--- config.mk ---
export PLATFORM = sky130hd
export DESIGN_NAME = stopwatch_bcd
export DESIGN_NICKNAME = d
export VERILOG_FILES = /design/src/rtl/stopwatch_pkg.sv /design/src/rtl/bcd_decade.sv /design/src/rtl/stopwatch_bcd.sv
export SDC_FILE = /design/constraint.sdc
export NUM_CORES = 1
export LEC_CHECK = 0
export CORE_MARGIN = 2
export CORE_UTILIZATION = 45
export DETAILED_ROUTE_END_ITERATION = 10
export PLACE_DENSITY = 0.73
export REMOVE_ABC_BUFFERS = 1
export SLEW_MARGIN = 20
export SYNTH_ARGS = -nofsm -noshare
export SYNTH_HDL_FRONTEND = slang
export SYNTH_SLANG_ARGS = --single-unit
--- constraint.sdc ---
create_clock -name clk -period 8.3 [get_ports clk]
set_clock_uncertainty 0.05 [all_clocks]
set_input_delay 1.66 -clock clk [delete_from_list [all_inputs] [get_ports clk]]
set_output_delay 1.66 -clock clk [all_outputs]
set_load 0.01 [all_outputs]
--- src/rtl/stopwatch_pkg.sv ---
// Shared types and constants for the BCD stopwatch.
//   state_t   : controller state (IDLE, RUN, PAUSE, STEP)
//   LED_*     : one-hot state indicator codes driven on state_led
//   BCD_MAX   : largest legal decade value
//   led_of()  : state -> one-hot LED code
package stopwatch_pkg;

   typedef enum logic [1:0] {
      S_IDLE  = 2'd0,
      S_RUN   = 2'd1,
      S_PAUSE = 2'd2,
      S_STEP  = 2'd3
   } state_t;

   localparam logic [3:0] LED_IDLE  = 4'b0001;
   localparam logic [3:0] LED_RUN   = 4'b0010;
   localparam logic [3:0] LED_PAUSE = 4'b0100;
   localparam logic [3:0] LED_STEP  = 4'b1000;

   localparam logic [3:0] BCD_MAX = 4'd9;

   function automatic logic [3:0] led_of(input state_t s);
      case (s)
         S_RUN:   return LED_RUN;
         S_PAUSE: return LED_PAUSE;
         S_STEP:  return LED_STEP;
         default: return LED_IDLE;
      endcase
   endfunction

endpackage

--- src/rtl/bcd_decade.sv ---
// One BCD decade of the stopwatch counter.
//   clk, rst : clock, asynchronous active-high reset
//   en       : apply one count step to this decade this cycle
//   down     : 0 = increment, 1 = decrement
//   digit    : current decade value, always 0..9
//   cout     : carry (up) or borrow (down) into the next decade, combinational
module bcd_decade
   import stopwatch_pkg::*;
(
   input  logic       clk,
   input  logic       rst,
   input  logic       en,
   input  logic       down,
   output logic [3:0] digit,
   output logic       cout
);

   // Wrap condition is 9 going up and 0 going down; the chain of couts
   // resolves the whole ripple in a single cycle.
   assign cout = en & (down ? (digit == 4'd0) : (digit == BCD_MAX));

   always_ff @(posedge clk or posedge rst) begin
      if (rst) begin
         digit <= 4'd0;
      end else if (en) begin
         if (down) digit <= (digit == 4'd0) ? BCD_MAX : digit - 4'd1;
         else      digit <= (digit == BCD_MAX) ? 4'd0 : digit + 4'd1;
      end
   end

endmodule

--- src/rtl/stopwatch_bcd.sv ---
// Multi-decade BCD stopwatch with run/pause/single-step control and lap hold.
//   clk        : system clock, all state on its rising edge
//   rst        : asynchronous active-high reset
//   start      : start request (async level, edge-detected)
//   stop       : stop request (async level, edge-detected)
//   inc        : single-step request (async level, edge-detected)
//   lap        : lap-freeze toggle (async level, edge-detected)
//   down       : count direction, 0 = up, 1 = down
//   bcd        : displayed value, digit 0 in bits [3:0]
//   state_led  : one-hot state, bit0 IDLE, bit1 RUN, bit2 PAUSE, bit3 STEP
//   lap_active : display frozen on the lap hold register
//   evt        : one-cycle pulse on up rollover or down expiry
module stopwatch_bcd
   import stopwatch_pkg::*;
#(
   parameter int DIGITS   = 4,
   parameter int TICK_DIV = 50_000_000
) (
   input  logic                clk,
   input  logic                rst,
   input  logic                start,
   input  logic                stop,
   input  logic                inc,
   input  logic                lap,
   input  logic                down,
   output logic [4*DIGITS-1:0] bcd,
   output logic [3:0]          state_led,
   output logic                lap_active,
   output logic                evt
);

   localparam int PW = (TICK_DIV > 1) ? $clog2(TICK_DIV) : 1;

   logic [3:0] req, sync_p0, sync_p1, armed, press;
   logic [1:0] fill;
   logic       press_start, press_stop, press_inc, press_lap;

   state_t              state, state_nxt;
   logic [PW-1:0]       presc;
   logic                tick, count_evt, expire;
   logic [DIGITS:0]     cell_en;
   logic [4*DIGITS-1:0] count, hold;

   assign req = {lap, inc, stop, start};

   // Input synchroniser. A request is only armed once the synchronised level
   // has been seen low; 'fill' keeps the freshly cleared chain from passing
   // for a low level, so an input held high across reset stays silent.
   always_ff @(posedge clk or posedge rst) begin
      if (rst) begin
         sync_p0 <= '0;
         sync_p1 <= '0;
         fill    <= '0;
         armed   <= '0;
      end else begin
         sync_p0 <= req;
         sync_p1 <= sync_p0;
         fill    <= {fill[0], 1'b1};
         if (fill[1]) armed <= (armed & ~press) | ~sync_p1;
      end
   end

   assign press       = sync_p1 & armed;
   assign press_start = press[0];
   assign press_stop  = press[1];
   assign press_inc   = press[2];
   assign press_lap   = press[3];

   // Tick prescaler, held at zero outside RUN so every entry to RUN starts a
   // full tick period.
   assign tick = (state == S_RUN) && (presc == PW'(TICK_DIV - 1));

   always_ff @(posedge clk or posedge rst) begin
      if (rst)                          presc <= '0;
      else if (state != S_RUN || tick)  presc <= '0;
      else                              presc <= presc + PW'(1);
   end

   assign count_evt = tick | (state == S_STEP);

   // Counting down from zero holds zero and expires instead of wrapping.
   assign expire     = count_evt & down & (count == '0);
   assign cell_en[0] = count_evt & ~expire;

   for (genvar g = 0; g < DIGITS; g++) begin : g_decade
      bcd_decade u_decade (
         .clk   (clk),
         .rst   (rst),
         .en    (cell_en[g]),
         .down  (down),
         .digit (count[4*g +: 4]),
         .cout  (cell_en[g+1])
      );
   end

   // Top-decade carry can only occur counting up, since the all-zero borrow
   // case is masked above; it is exactly the all-9s rollover.
   always_ff @(posedge clk or posedge rst) begin
      if (rst) evt <= 1'b0;
      else     evt <= cell_en[DIGITS] | expire;
   end

   // Stop outranks start, start outranks inc.
   always_comb begin
      state_nxt = state;
      if (expire) begin
         state_nxt = S_PAUSE;
      end else begin
         case (state)
            S_IDLE, S_PAUSE: begin
               if (!press_stop) begin
                  if (press_start)    state_nxt = S_RUN;
                  else if (press_inc) state_nxt = S_STEP;
               end
            end
            S_RUN:   if (press_stop) state_nxt = S_PAUSE;
            S_STEP:  state_nxt = S_PAUSE;
            default: state_nxt = S_IDLE;
         endcase
      end
   end

   // state_led is registered together with state, so it always shows the
   // decode of the state register's current value.
   always_ff @(posedge clk or posedge rst) begin
      if (rst) begin
         state     <= S_IDLE;
         state_led <= LED_IDLE;
      end else begin
         state     <= state_nxt;
         state_led <= led_of(state_nxt);
      end
   end

   // Lap capture samples the count register before any same-cycle update.
   always_ff @(posedge clk or posedge rst) begin
      if (rst) begin
         lap_active <= 1'b0;
         hold       <= '0;
      end else if (press_lap) begin
         lap_active <= ~lap_active;
         if (!lap_active) hold <= count;
      end
   end

   assign bcd = lap_active ? hold : count;

endmodule

# After elaboration in Yosys (flattened, before gate mapping)
# Index checks and enable logic that the tools add are counted.
# Widths: inputs -> output; s select.
# totals
register_bits,80
latchBits,0
ramBits,0
rom_bits,0
output_inout_bits,22
n_memories,0
# classes
add_sub_neg,9
multipliers,0
div_mod_pow,0
n_lt_le_gt_ge,0
n_eq_ne,12
n_shift,0
n_mux,25
n_bitwise,16
n_reduce_logical,9
# ops
op,n
$mux 4,12
$add 26x1->26 const B,1
$eq 26x26->1 const B,1
$mux 26,1
$add 4x1->4 const B,4
$eq 4x4->1 const B,4
$logic_not 16->1,1
$logic_not 4->1,4
$mux 16,1
$sub 4x1->4 const B,4
$pmux 4 s3,1
$mux 2,5
$and 4x4->4,2
$eq 2x2->1 const B,4
$not 4->4,2
$and 1x1->1,7
$pmux 2 s3,1
$eq 2x1->1 const B,2
$mux 1,4
$or 4x4->4,1
$logic_not 2->1,1
$ne 2x1->1 const B,1
$not 1->1,2
$or 1x1->1,2
other kinds (3),3

# Logic depth before layout (Yosys ltp)
# Gate-level depths: netlist of the first run.
# depth
depth_word,12
ltp_mapped,8
ltp_nobuf,7

# Hierarchy
# Synthesis of the first run repeated with hierarchy kept, for this count alone.
# unflattened
cells_unflattened,358
area_unflattened_um2,3928.8
# modules_own_cells
mod,n_inst,cells_each,area_each_um2
stopwatch_bcd,1,254,2892.8
bcd_decade,4,26,259.0

# Worst setup path after synthesis of the first run
# No wires, ideal clock.
# synth_path
path_type,input to register
from,input port down
to,register g_decade[3].u_decade.digit[2]
setup_ns,0.120
arrival_time_ns,2.944
required_time_ns,8.130
setup_slack_ns,5.186
stages,6
n_path_buf,0
cell_sequence,nor3b_1 > o211ai_1 > nor4b_2 > nand3_2 > mux2_2 > and3_1
# synth_via
elab_chain_cells,7
word_cells_on_any_way,11
cone_classes,4 x mux; 7 x bitwise
# synth_rtl
item,line,text
start: declaration,stopwatch_bcd.sv:25,"input logic down,"
$and 1x1->1 (2 in a row),stopwatch_bcd.sv:82,assign expire = count_evt & down & (count == '0);
$not 1->1,stopwatch_bcd.sv:83,assign cell_en[0] = count_evt & ~expire;
$and 1x1->1,stopwatch_bcd.sv:83,
$and 1x1->1 (3 in a row),bcd_decade.sv:20,assign cout = en & (down ? (digit == 4'd0) : (digit == BCD_MAX));
end signal: assignment,bcd_decade.sv:26,if (down) digit <= (digit == 4'd0) ? BCD_MAX : digit - 4'd1;
end signal: assignment,bcd_decade.sv:27,else digit <= (digit == BCD_MAX) ? 4'd0 : digit + 4'd1;
end: declaration,bcd_decade.sv:14,"output logic [3:0] digit,"
# Parallel ways exist; a longest one is shown, timed or not.
# A chain may end at the register's enable or synchronous reset.

# Worst setup path in the final report of the first run
# layout_path
from,register lap_active
to,output port bcd[13]
# layout_via
elab_chain_cells,1
# layout_rtl
item,line,text
start: declaration,stopwatch_bcd.sv:28,"output logic lap_active,"
start signal: assignment,stopwatch_bcd.sv:141,lap_active <= ~lap_active;
$mux 16,n/a,
end: declaration,stopwatch_bcd.sv:26,"output logic [4*DIGITS-1:0] bcd,"
# Every way passes these cells.

==> results of run 1 <==
## sequential cells by signal, summed over array words and instances, names as in the netlist
signal,cells
sync_p0,4
state_led,4
state,2
evt,1
presc,26
hold,16
lap_active,1
fill,2
g_decade.u_decade.digit,16
sync_p1,4
armed,4
## per-stage QoR
stage	cells	hold WS (ps)	utilization	power (uW)	area, sq um
after global routing	543	314	0.523	1210	4580
after detailed placement	527	286	0.502	880	4400
final	543	303	0.523	1130	4580
after CTS	543	306	0.523	1140	4580
after global placement	527	282	0.502	868	4400
after floorplan	389	281	-	744	3970
## critical path: stages (launching register included)
cell,delay [ps]
dfrtp_1,880
mux2_2,420
clkdlybuf4s50_1,480
## cell usage after synthesis, types with 2 or more instances
cell type and number:
o21ai_0 29, nand3_2 2, xor2_1 19, o22ai_1 2, nand2b_1 5, nand2_1 40, mux2i_1 4, nor3b_1 4
nor3_1 6, nor4b_2 2, buf_2 8, o221ai_1 2, nand4_1 7, a211o_1 2, inv_1 12, mux2_2 23
and4_1 3, and3b_1 3, o31a_1 2, nand3_1 17, nor2_1 39, buf_1 2, dfrtp_1 79, and3_1 11
or3_1 7, o31ai_1 7, clkbuf_1 17, o211ai_1 2, o21a_1 2, a21oi_1 18, xnor2_1 9, nor2b_1 7
a221o_1 2
## how the worst max path moves through the flow
stage          startpoint  slack (ps)                             to
3_5_place_dp         down        3710  g_decade[3].u_decade.digit[2]
2_1_floorplan         rst        4540                       armed[0]
6_report       lap_active        4450                        bcd[13]
4_1_cts              down        4090  g_decade[3].u_decade.digit[2]
5_1_grt        lap_active        4340                        bcd[12]
3_3_place_gp         down        3810  g_decade[3].u_decade.digit[2]
## placed cells by master, fill, tap and decap left out, types with 3 or more instances in the layout
cell,n
and4_1,3
nor2_1,39
inv_1,11
xor2_1,19
o21ai_0,29
or3_1,7
clkdlybuf4s50_1,27
nor2b_1,7
nand4_1,7
and3_1,11
nor3b_1,4
xnor2_1,9
clkbuf_8,9
mux2i_1,4
a21oi_1,18
nand3_1,17
o31ai_1,7
nand2_1,40
mux2_2,23
nand2b_1,5
nor3_1,6
and3b_1,3
dfrtp_1,79
## logic make-up after synthesis
group | count (synthesis) | synth area share
AND/OR/NAND/NOR | 162 | 0.212
flip-flops | 80 | 0.490
AO/OA/AOI/OAI | 78 | 0.121
buffers and inverters | 40 | 0.0401
XOR/XNOR | 28 | 0.0599
multiplexers | 27 | 0.0731
adder cells (fa/ha/maj) | 1 | 0.00306
other | 1 | 0.000917
## area by class of cell
cell class                 count  area [sq um]  area share
inverter                      12          45.0     0.00983
tap                          108           135      0.0295
multi-input combinational    297          1920       0.420
clock buffer                   9           124      0.0270
timing repair buffer          30           294      0.0642
clock inverter                 7          55.1      0.0120
sequential                    80          2000       0.437
## power groups by stage
| stage | clock network [uW] | registers [uW] | logic, uW |
|---|---|---|---|
| after floorplan | 0 | 533 | 210 |
| after global placement | 0 | 551 | 317 |
| after detailed placement | 0 | 555 | 325 |
| after CTS | 268 | 547 | 326 |
| after global routing | 285 | 563 | 360 |
| final | 259 | 547 | 322 |
## layer usage
layer	share of wire	global-route usage
met5	0	0
met4	0.011	0.0516
met3	0.033	0.0401
met2	0.50	0.277
met1	0.45	0.200
==> impl_metrics.csv, run 1 <==
group,metric,value,unit
global_routing,grt_max_degree,81,
sta,finalHoldViolCount,0,
clock_network,cts_resized,0,
sta,drv_slew,0,
route,post_drt_wl_per_cell,13.7,um
min_path,hp-class,"reg2reg",
power,p_seq_frac,0.485,
finish,drive_gt1_frac,0.124,
clock_network,cts_buffer_depth,2,
power,peakVddDrop,108,uV
die,coreArea,8760,sq um
power,p_switching,391,uW
setup_path,crit_path_start_kind,"flop",
finish,fillers,763,
synthesis,ys_ff_latch,80,
sta,setup_ws,4450,ps
setup_path,worstSetupPathType,"reg2out",
setup_path,worst_r2r_endpoint,"g_decade[3].u_decade.digit[2]",
synthesis,synth_area_leader_cell,"dfrtp_1",
power,pwr-share-clk,0.229,
power,combPwrFrac,0.286,
finish,diodes,0,
clock_network,clkSinkCount,80,
die,die_h,99.4,um
synthesis,synth_area_leaders,"dfrtp_1, mux2_2, xor2_1",
global_routing,grt_pass1_wl,13100,um
sta,setup_viol,0,
die,rows,34,
setup_path,path_max_fanout,24,
clock_network,root_buffer,"clkbuf_8",
clock_network,cts_max_level,3,
power,power_leakage,0.00189,uW
sta,fin_tns_setup,0,ps
clock_network,postCtsSetupBuffers,0,
min_path,hold_start,"sync_p0[0]",
synthesis,yosysWarningCount,0,
sta,fin_crit_sh,0.464,
setup_path,cp.required,6590,ps
global_routing,grtUsageTotal,0.161,
die,dieArea,9870,sq um
outcome,status,"finished clean",
synthesis,synth_area,4090,sq um
synthesis,synthArstFlopShare,1.00,
finish,nNetsFinal,438,
setup_path,reg2reg_depth,5,
power,intPower,737,uW
clock_network,worstSkewPairLatency,360,ps
run,maxCapViolations,0,
synthesis,synth-edff-count,0,
setup_path,endpoint_kind,"primary output",
placed_design,pre_cts_ws,3710,ps
synthesis,synth.avg_cell_area,9.81,sq um
finish,area_growth,12.0,%
global_routing,grt_pass1_vias,2910,
synthesis,yosysTopAreaCellShare,0.483,
min_path,holdPathEnd,"sync_p1[0]",
route,ant_nets,0,
placed_design,io_buffer_count,28,
die,start_util,0.467,
route,drt-pass1-iter-count,4,
clock_network,tritoncts,"yes",
sta,max-slew-margin-rel,0.416,
clock_network,clk_pin_slew,80,ps
clock_network,postCtsHoldBufs,0,
global_routing,grt_remaining_overflow,0,
sta,tightest_slew,874,ps
route,drt_iter0_markers,115,
route,routed_wl,7440,um
sta,layout_min_cycle_time,3850,ps
die,dieWidth,99.4,um
clock_network,numCtsBuffers,9,
setup_path,cp.arrival,2140,ps
synthesis,yosysSeqAreaShare,0.490,
global_routing,antenna_found_initial,0,
route,drcViolationCount,0,
min_path,min_path_cells,0,
die,pin_count,29,
route,num_vias,2994,
placed_design,gp_congestion,0.871,
sta,fmaxAchievable,0.260,GHz
sta,rsz0062_at_grt,"no",
synthesis,syn_inst,417,
route,routed_via_density,5.51,
synthesis,synth.distinct_cells,56,
synthesis,synth_ff_type,"dfrtp_1",
setup_path,timing.rr.start,"g_decade[1].u_decade.digit[0]",
placed_design,place_hpwl,5040,um
setup_path,reg2reg_slack,5800,ps
power,powerDensity,246,nW/um^2
power,swShare,0.347,
No activity file was read; power rests on OpenSTA's default activity.
==> run 2, diff against run 1 <==
Clock period 8.3 ns to 4 ns, I/O delays scaled along.
==> impl_metrics.csv, run 2 (same netlist as run 1, synthesis figures left out) <==
group,metric,value,unit
global_routing,grt_pass1_vias,2855,
route,drt_iter0_markers,121,
die,coreArea,8760,sq um
power,peakVddDrop,206,uV
clock_network,postCtsHoldBufs,0,
sta,finalHoldViolCount,0,
finish,largest_register_ffs,26,
power,pwr-share-clk,0.253,
power,p_switching,812,uW
die,die_h,99.4,um
clock_network,cts_buffer_depth,2,
finish,nNetsFinal,440,
die,dieArea,9870,sq um
global_routing,grt_remaining_overflow,0,
setup_path,path_max_fanout,21,
setup_path,worstSetupPathType,"in2reg",
run,maxCapViolations,0,
sta,fmaxAchievable,0.329,GHz
die,rows,34,
min_path,hp-class,"reg2reg",
route,num_vias,3043,
route,drcViolationCount,0,
finish,top_regs,"presc: 26 flops, g_decade.u_decade.digit: 16 flops, hold: 16 flops",
setup_path,cp.required,4200,ps
power,combPwrFrac,0.276,
clock_network,clk_pin_slew,80,ps
power,intPower,1610,uW
finish,drive_gt1_frac,0.124,
die,pin_count,29,
setup_path,crit_path_start_kind,"primary input",
sta,max-slew-margin-rel,0.401,
placed_design,io_buffer_count,28,
setup_path,endpoint,"g_decade[3].u_decade.digit[2]",
power,powerDensity,524,nW/um^2
route,drt-pass1-iter-count,5,
placed_design,dpl.cell_count,529,
route,routed_wl,7570,um
finish,top_register,"presc",
setup_path,reg2reg_slack,1520,ps
setup_path,endpoint_kind,"flop",
sta,layout_min_cycle_time,3040,ps
clock_network,tritoncts,"yes",
power,swShare,0.335,
clock_network,postCtsSetupBuffers,0,
clock_network,numCtsBuffers,9,
clock_network,clkSinkCount,80,
finish,area_growth,13.0,%
clock_network,cts_resized,0,
clock_network,worstSkewPairLatency,360,ps
sta,fin_crit_sh,0.761,
clock_network,cts_max_level,3,
sta,setup_viol,0,
finish,fillers,806,
global_routing,grt_max_degree,41,
power,power_leakage,0.00191,uW
die,start_util,0.467,
finish,layout_commonest_cell,"dfrtp_1",
finish,layoutNonFillerInstCount,545,
sta,fin_tns_setup,0,ps
placed_design,gp_congestion,0.834,
power,p_seq_frac,0.471,
clock_network,root_buffer,"clkbuf_8",
min_path,min_path_cells,0,
setup_path,worst_r2r_endpoint,"g_decade[3].u_decade.digit[2]",
sta,whs,302,ps
finish,diodes,0,
die,dieWidth,99.4,um
sta,tightest_slew,898,ps
global_routing,antenna_found_initial,0,
sta,drv_slew,0,
power,total_power,2420,uW
route,post_drt_wl_per_cell,13.9,um
global_routing,grt_pass1_wl,13400,um
setup_path,reg2reg_depth,6,
setup_path,timing.rr.start,"g_decade[2].u_decade.digit[0]",
setup_path,cp.arrival,3250,ps
route,ant_nets,0,
setup_path,critPathLaunch,"down",
finish,layout_common_cells,"dfrtp_1, nand2_1, nor2_1",
route,routed_via_density,5.58,
global_routing,grtUsageTotal,0.168,
outcome,status,"finished clean",
placed_design,place_hpwl,5180,um
sta,rsz0062_at_grt,"no",
==> run 2: cell type report <==
type                       instances  area [sq um]  share of cell area
multi-input combinational        297          1920               0.416
clock inverter                     5          62.6              0.0135
tap                              108           135              0.0292
timing repair buffer              32           310              0.0671
clock buffer                      11           141              0.0306
sequential                        80          2000               0.433
inverter                          12          45.0             0.00975
==> run 2: through the flow <==
stage	util	setup slack (ps)	area, sq um
final	0.527	956	4620
after global routing	0.527	738	4620
after CTS	0.527	942	4620
after detailed placement	0.504	602	4420
after global placement	0.504	694	4420
after floorplan	-	1100	3970
==> run 2: how the worst min path moves through the flow <==
stage               start    endpoint  slack (ps)
2_1_floorplan     fill[0]     fill[1]         280
3_3_place_gp      fill[0]     fill[1]         280
3_5_place_dp   sync_p0[0]  sync_p1[0]         280
4_1_cts        sync_p0[0]  sync_p1[0]         300
5_1_grt        sync_p0[3]  sync_p1[3]         310
6_report       sync_p0[0]  sync_p1[0]         300
==> run 2: power by group through the flow <==
stage	Clock (uW)	Combinational, uW	Sequential [uW]
after CTS	632	677	1140
after floorplan	0	436	1110
after global placement	0	657	1140
after global routing	663	751	1170
after detailed placement	0	674	1160
final	613	667	1140
==> run 2: critical path, stage by stage <==
cell and delay, ps:
clkdlybuf4s50_1 890, nor3b_1 330, o211ai_1 160, nor4b_2 410, nand3_2 200, mux2_2 310, and3_1 140
==> run 2: layer usage <==
layer  share of wire  track usage
met5               0            0
met4           0.014       0.0527
met3           0.045       0.0436
met2            0.50        0.283
met1            0.44        0.213
